File: src/rtl/imem_loader.sv
// rtl/imem_loader.sv - boot-time byte-stream loader that writes big-endian words into instruction memory
// Holds the CPU in reset while a count/payload/checksum stream is written word by word.
module imem_loader #(
  parameter logic [7:0] BASE_ADDR = 8'h00
) (
  input  logic        clk,
  input  logic        reset,
  input  logic        start,
  input  logic [7:0]  in_data,
  input  logic        in_valid,
  output logic        in_ready,
  output logic [7:0]  WA,
  output logic [31:0] WD,
  output logic        WE,
  output logic        busy,
  output logic        cpu_reset,
  output logic        done,
  output logic        err
);

  typedef enum logic [2:0] {
    S_IDLE,
    S_COUNT,
    S_BYTES,
    S_WRITE,
    S_CHECK,
    S_DONE
  } state_t;

  state_t      state_q, state_d;
  logic [7:0]  wa_q, wa_d;
  logic [31:0] wd_q, wd_d;
  logic [7:0]  rem_q, rem_d;
  logic [7:0]  acc_q, acc_d;
  logic [1:0]  idx_q, idx_d;
  logic        in_ready_q, in_ready_d;
  logic        we_q, we_d;
  logic        busy_q, busy_d;
  logic        done_q, done_d;
  logic        err_q, err_d;
  logic        xfer;

  assign xfer = in_valid && in_ready_q;

  always_comb begin
    state_d = state_q;
    wa_d    = wa_q;
    wd_d    = wd_q;
    rem_d   = rem_q;
    acc_d   = acc_q;
    idx_d   = idx_q;
    err_d   = err_q;

    case (state_q)
      S_IDLE, S_DONE: begin
        if (start) begin
          state_d = S_COUNT;
          wa_d    = BASE_ADDR;
          err_d   = 1'b0;
        end
      end
      S_COUNT: begin
        if (xfer) begin
          rem_d   = in_data;
          acc_d   = 8'h00;
          idx_d   = 2'd0;
          state_d = (in_data != 8'h00) ? S_BYTES : S_CHECK;
        end
      end
      S_BYTES: begin
        // Bytes arrive MSB first, so shifting left assembles a big-endian word.
        if (xfer) begin
          wd_d  = {wd_q[23:0], in_data};
          acc_d = acc_q ^ in_data;
          idx_d = idx_q + 2'd1;
          if (idx_q == 2'd3) begin
            state_d = S_WRITE;
          end
        end
      end
      S_WRITE: begin
        wa_d    = wa_q + 8'd1;
        rem_d   = rem_q - 8'd1;
        state_d = (rem_q == 8'd1) ? S_CHECK : S_BYTES;
      end
      S_CHECK: begin
        if (xfer) begin
          err_d   = (in_data != acc_q);
          state_d = S_DONE;
        end
      end
      default: begin
        state_d = S_IDLE;
      end
    endcase

    // Outputs are registered copies decoded from the next state.
    in_ready_d = (state_d == S_COUNT) || (state_d == S_BYTES) || (state_d == S_CHECK);
    we_d       = (state_d == S_WRITE);
    busy_d     = (state_d == S_COUNT) || (state_d == S_BYTES) ||
                 (state_d == S_WRITE) || (state_d == S_CHECK);
    done_d     = (state_d == S_DONE);
  end

  always_ff @(posedge clk) begin
    if (reset) begin
      state_q    <= S_IDLE;
      wa_q       <= BASE_ADDR;
      wd_q       <= 32'h0000_0000;
      rem_q      <= 8'h00;
      acc_q      <= 8'h00;
      idx_q      <= 2'd0;
      in_ready_q <= 1'b0;
      we_q       <= 1'b0;
      busy_q     <= 1'b0;
      done_q     <= 1'b0;
      err_q      <= 1'b0;
    end else begin
      state_q    <= state_d;
      wa_q       <= wa_d;
      wd_q       <= wd_d;
      rem_q      <= rem_d;
      acc_q      <= acc_d;
      idx_q      <= idx_d;
      in_ready_q <= in_ready_d;
      we_q       <= we_d;
      busy_q     <= busy_d;
      done_q     <= done_d;
      err_q      <= err_d;
    end
  end

  assign in_ready  = in_ready_q;
  assign WA        = wa_q;
  assign WD        = wd_q;
  assign WE        = we_q;
  assign busy      = busy_q;
  assign cpu_reset = busy_q;
  assign done      = done_q;
  assign err       = err_q;

endmodule

File: config.mk
export PLATFORM = sky130hd
export DESIGN_NAME = imem_loader
export DESIGN_NICKNAME = d
export VERILOG_FILES = /design/src/rtl/imem_loader.sv
export SDC_FILE = /design/constraint.sdc
export NUM_CORES = 1
export LEC_CHECK = 0
export BUFFER_PORTS_ARGS = -buffer_cell sky130_fd_sc_hd__buf_2
export CORE_MARGIN = 10
export CORE_UTILIZATION = 55
export DETAILED_ROUTE_END_ITERATION = 10
export GPL_TIMING_DRIVEN = 0
export PLACE_DENSITY = 0.8
export SYNTH_ARGS = -nofsm -noshare
export SYNTH_HDL_FRONTEND = slang
export SYNTH_SLANG_ARGS = --single-unit
File: constraint.sdc
create_clock -name clk -period 3.86 [get_ports clk]
set_input_delay 0.772 -clock clk [delete_from_list [all_inputs] [get_ports clk]]
set_output_delay 0.772 -clock clk [all_outputs]
set_load 0.1 [all_outputs]
======== Word level (Yosys, flattened, before mapping) ========
Index checks and enable logic that the tools add are counted.
word-level totals
  register bits ........................... 66
  word-level logic and storage cells ...... 70
  output and inout bits ................... 46
  input port bits ......................... 12
operators by class
  multiplexer cells ....................... 21
  reduce and logical (&&, ||, !) cells .... 17
  eq/ne operators ......................... 17
  add/sub/neg operators ................... 3
  bitwise gates (word level) .............. 1
operators with widths
  cell                                                                count
  8-bit one-hot mux with 2 select lines                               3
  8-bit 2-to-1 mux                                                    4
  3-bit 2-to-1 mux                                                    7
  3-bit one-hot mux with 5 select lines                               1
  3-bit by 2-bit == test with 1-bit output, second input constant     4
  3-bit == test, second input constant                                4
  8-bit by 1-bit adder with 8-bit output, second input constant       1
  8-bit by 1-bit == test with 1-bit output, second input constant     1
  2-bit inequality test, second input constant                        4
  8-bit inequality test                                               1
  2-bit nonzero test                                                  4
  8-bit nonzero test                                                  1
  8-bit by 1-bit subtractor with 8-bit output, second input constant  1
  8-bit bitwise XOR                                                   1
  3-bit by 1-bit == test with 1-bit output, second input constant     2
  2-bit AND reduction                                                 3
  3-bit AND reduction                                                 2
  1-bit logical OR                                                    4
  2-bit 2-to-1 mux                                                    2
  2-bit one-hot mux with 2 select lines                               1
  3-bit zero test                                                     1
  2-bit by 1-bit adder with 2-bit output, second input constant       1
  2-bit == test, second input constant                                1
  1-bit 2-to-1 mux                                                    2
  3 further kinds                                                     3

======== Logic depth before layout (Yosys ltp) ========
  word-level depth ........................ 8
  mapped depth ............................ 7
  depth with buffers taken out ............ 7

======== Worst setup path after synthesis ========
OpenSTA, ideal clock, no wires.
  path type ............................... register to register
  start point ............................. register in_ready_q, in the netlist in_ready
  end point ............................... register in_ready_q, in the netlist in_ready
  library setup time ...................... 133 ps
  required time ........................... 3,727 ps
  stages on the path, launching flop included .. 7
  data arrival time ....................... 2,314 ps
  setup slack ............................. 1,413 ps
  path buffers ............................ 1
  period minus slack after synthesis ...... 2,447 ps
  cells stage by stage .................... dfxtp_1 > nand2_1 > or3_1 > buf_2 > o211a_1 > xnor2_1 > a211oi_2
on the way
  longest elaborated chain between the ends .. 6
  elaborated cells on any way between the ends .. 10
  those cells by class .................... eq/ne (3); mux (4); reduce/logical (3)
RTL lines
  element                                                                                               line        text
  start, declared                                                                                       36          logic in_ready_q, in_ready_d;
  start signal, assigned                                                                                125         in_ready_q <= in_ready_d;
  1-bit logical AND (*)                                                                                 43          assign xfer = in_valid && in_ready_q;
  3-bit 2-to-1 mux (on tied branches)                                                                   87, 63, 72
  3-bit one-hot mux with 5 select lines (*)                                                             54          case (state_q)
  3-bit by 1-bit == test with 1-bit output or 3-bit by 2-bit == test with 1-bit output (tied branches)  98          in_ready_d = (state_d == S_COUNT) || (state_d == S_BYTES) || (state_d == S_CHECK);
  1-bit logical OR                                                                                      98
  1-bit logical OR (*)                                                                                  98
Every way passes the cells marked *; elsewhere a longest branch is shown, timed or not.
A chain may end at the register's enable or synchronous reset.

======== Worst setup path after layout ========
  start point ............................. input port in_valid
  end point ............................... register idx_q[0]
on the way
  longest elaborated chain between the ends .. 3
  elaborated cells on any way between the ends .. 4
  those cells by class .................... eq/ne (2); reduce/logical (2)
RTL lines
  element                            line  text
  start, declared                    10    input logic in_valid,
  1-bit logical AND (*)              43
  2-bit inequality test (no line)    -
  3-bit AND reduction (no line) (*)  -
  end signal, assigned               124   idx_q <= idx_d;
  end, declared                      35    logic [1:0] idx_q, idx_d;
Marked as above.

==> summary.txt <==
Global route
  – GRT Total Usage: 17.73%
  – Grt ovf: 0
  – Largest net degree at the start of global routing: 14
  – First-pass GRT wire length: 12,360 microns
  – Initial antenna violation count: 0
  – Vias in the first global route: 2,592

Critical path
  – Worst Path Required: 4080 ps
  – Reg2Reg Launch Point: in_ready
  – Critical path class: primary input to flip-flop
  – Worst Reg-to-Reg Cells: 5
  – Startpoint Class: primary input
  – Critical Path End Type: flip-flop
  – Crit path from: in_valid
  – Worst Setup EP: idx_q[0]
  – Max FO, Critical Path: 10
  – Worst EP arrival: 2220 ps
  – Reg2reg end: idx_q[0]
  – R2r setup slk: 2000 ps

Drt
  – Initial DRT Pass Iterations: 4
  – Antenna Violating Nets Remaining: 0
  – Final wirelength: 7441 microns
  – Vias: 2,713
  – Via-to-Cell Ratio: 5.470
  – Wire per inst: 15.00 microns
  – Initial DRC Count: 172
  – Post-route DRC violation count: 0

Timing
  – TNS Setup: 0 ps
  – Slew headroom: 55.50%
  – Min Tclk post-route: 1992 ps
  – Setup Skew: 7.812 ps
  – Final count of negative-setup-slack endpoints: 0
  – Final Hold Viols: 0
  – Worst slew pin tran: 665.1 ps
  – Fin. max-slew vios: 0
  – RSZ-0062 raised after global routing: no
  – Fmax achieved: 502.1 MHz
  – Final period util: 51.60%
  – Setup ws final: 1868 ps

Pwr
  – Comb pwr share: 9.0%
  – Flop pwr share: 49.0%
  – Sw power: 392.5 uW
  – Int Power: 1.029 mW
  – P per Cell Area: 413.8 mW/mm^2
  – VDD IR-drop max: 0.3234 mV
  – P_leak: 1.313 nW
  – Sw Share: 27.60%
  – Clock power share: 42.0%

Placed design
  – Placer Congestion: 0.8052
  – Port Buffer Count: 56
  – Pre-CTS setup slack: 1519 ps
  – Post-Place Cells: 480
  – DP Wirelength: 5392 microns

Clock network
  – Post-CTS resize count: 0
  – Clock Latency Late Sink: 350 ps
  – Buffer count from post-CTS setup fixing: 0
  – Htree depth: 3
  – Total clock sinks: 66
  – Clock tree buffer depth: 2
  – CTS tree: yes
  – Hold buffers post-CTS: 0
  – Clock root cell: clkbuf_8
  – Num CTS Buffers: 9
  – CTS clk-pin slew, worst paths: 70 ps

Final layout
  – Nets: 437
  – Finished Layout Cells: 496
  – Multi-input gate area: 0.001423 sq mm
  – Fill count: 431
  – Area growth syn-to-layout: 19.86%
  – Antenna Cells: 0
  – Share of layout cells above drive strength 1: 22.07%
  – Register area: 0.001321 sq mm

Floorplanning
  – Boundary Pins: 58
  – Initial core utilization: 56.48%
  – Die H: 92.19 microns
  – Die W: 92.19 microns
  – DIE AREA: 0.008499 sq mm
  – Core area: 0.005075 sq mm
  – FP Rows: 26

Logic synthesis
  – Synth Instances: 354
  – Async SR Flop Fraction: 0%
  – Syn_nets: 370
  – Post-synth EDFFs: 0
  – Synth cell types: 46
  – Ys Warns: 0
  – Register area share after synthesis: 46.09%
  – Synthesized area: 0.002866 sq mm
  – Top_reg_cell synth: dfxtp_1
  – Synthesis-stage register bit count: 66
  – Mean Syn Cell Area: 8.097 sq um

Flow run
  – Max Cap Violations: 0

Hold path
  – Worst min-delay path class: flip-flop to flip-flop
  – Hold depth: 2

Status
  – Run status: completed
[critical path, cell delays in order]
cell and delay (ps):
buf_2 100, nand2_1 140, nor3_2 580, nor2_1 340, a21oi_1 230, nor2_1 50
[cells in the mapped netlist (all sizes together), types with 3 or more instances]
| library cell | count | area share, % |
|---|---|---|
| mux2 | 3 | 1.2 |
| dfxtp | 66 | 46 |
| nand2 | 83 | 11 |
| clkbuf | 14 | 1.8 |
| nand2b | 4 | 1.1 |
| xnor2 | 9 | 2.8 |
| nor2 | 32 | 4.2 |
| buf | 8 | 1.9 |
| inv | 4 | 0.52 |
| ha | 4 | 1.7 |
| nor3 | 15 | 3.4 |
| nand3b | 4 | 1.0 |
| nand3 | 8 | 1.4 |
| a21oi | 54 | 9.4 |
| o21ai | 10 | 1.7 |
| nor4 | 5 | 1.6 |
| a211oi | 3 | 0.96 |
[worst min-delay path by stage]
stage	from	endpoint
2_1_floorplan	idx_q[1]	idx_q[1]
3_3_place_gp	WD[30]	WD[30]
3_5_place_dp	WD[24]	WD[24]
4_1_cts	WD[24]	WD[24]
5_1_grt	WD[27]	WD[27]
6_report	WD[27]	WD[27]
[layout make-up]
class,count,share of cell area [%]
clock buffer,9,3.605
multi-input combinational,262,41.41
sequential,66,38.46
inverter,4,0.4370
tap,70,2.549
clock inverter,7,2.258
timing repair buffer,56,8.157
buffer,22,3.132
[sequential cells by signal (all words and copies together) (netlist names)]
signal	count
rem_q	8
err	1
acc_q	8
busy	1
state_q	3
WD	32
idx_q	2
WE	1
in_ready	1
WA	8
done	1
[per-layer routing]
layer,track usage (%),share of wire (%),wire [microns],up-vias
li1,-,-,-,1350
met1,21.61,45,3384,1280
met2,27.53,46,3456,68
met3,6.438,6.2,461,15
met4,7.584,1.9,139,0
met5,0,0,0,-
[layout by cell type (no fill, tap or decap), types with 2 or more instances in the layout]
cell type | Yosys | routed
clkinv_4 | 0 | 2
a211oi_1 | 2 | 2
a311oi_1 | 2 | 2
nand3b_1 | 4 | 4
nor2_1 | 32 | 32
nor2b_1 | 2 | 2
nand2b_1 | 3 | 3
inv_1 | 4 | 4
buf_2 | 5 | 61
nor3_1 | 12 | 12
ha_1 | 4 | 4
or3_1 | 2 | 2
nand3_1 | 8 | 8
clkbuf_1 | 14 | 14
mux2_2 | 3 | 3
a21oi_1 | 54 | 54
o221a_2 | 2 | 2
inv_6 | 0 | 2
dfxtp_1 | 66 | 66
nand4_1 | 2 | 2
nor3_2 | 2 | 2
clkbuf_8 | 0 | 9
buf_6 | 2 | 2
a22oi_1 | 2 | 2
nor4_1 | 4 | 4
o21ai_0 | 10 | 10
nand4b_1 | 2 | 2
nand2_1 | 82 | 82
xnor2_1 | 9 | 9
[metrics by stage]
stage	power [mW]	area [sq um]	utilization [%]	hold WS, ps
final	1.422	3436	67.70	452.9
after global routing	1.467	3436	67.70	471.3
after CTS	1.426	3436	67.70	455.7
after detailed placement	0.8392	3234	63.73	444.8
after global placement	0.8368	3234	63.73	440.2
after floorplan	0.8044	2867	-	435.6
[power groups by stage]
| stage | Clock (mW) | Combinational [mW] | Sequential [mW] |
|---|---|---|---|
| after global placement | 0 | 0.125 | 0.712 |
| after detailed placement | 0 | 0.127 | 0.712 |
| after global routing | 0.633 | 0.137 | 0.698 |
| after floorplan | 0 | 0.0709 | 0.734 |
| final | 0.598 | 0.128 | 0.696 |
| after CTS | 0.603 | 0.128 | 0.696 |
[cells by family after synthesis]
family	count (synthesis)	share of synthesized area, %
AND/OR/NAND/NOR	165	27.33
AO/OA/AOI/OAI	81	16.63
flip-flops	66	46.09
buffers and inverters	26	4.277
XOR/XNOR	9	2.750
adder cells (fa/ha/maj)	4	1.746
multiplexers	3	1.178
(Power assumes the default switching activity.)
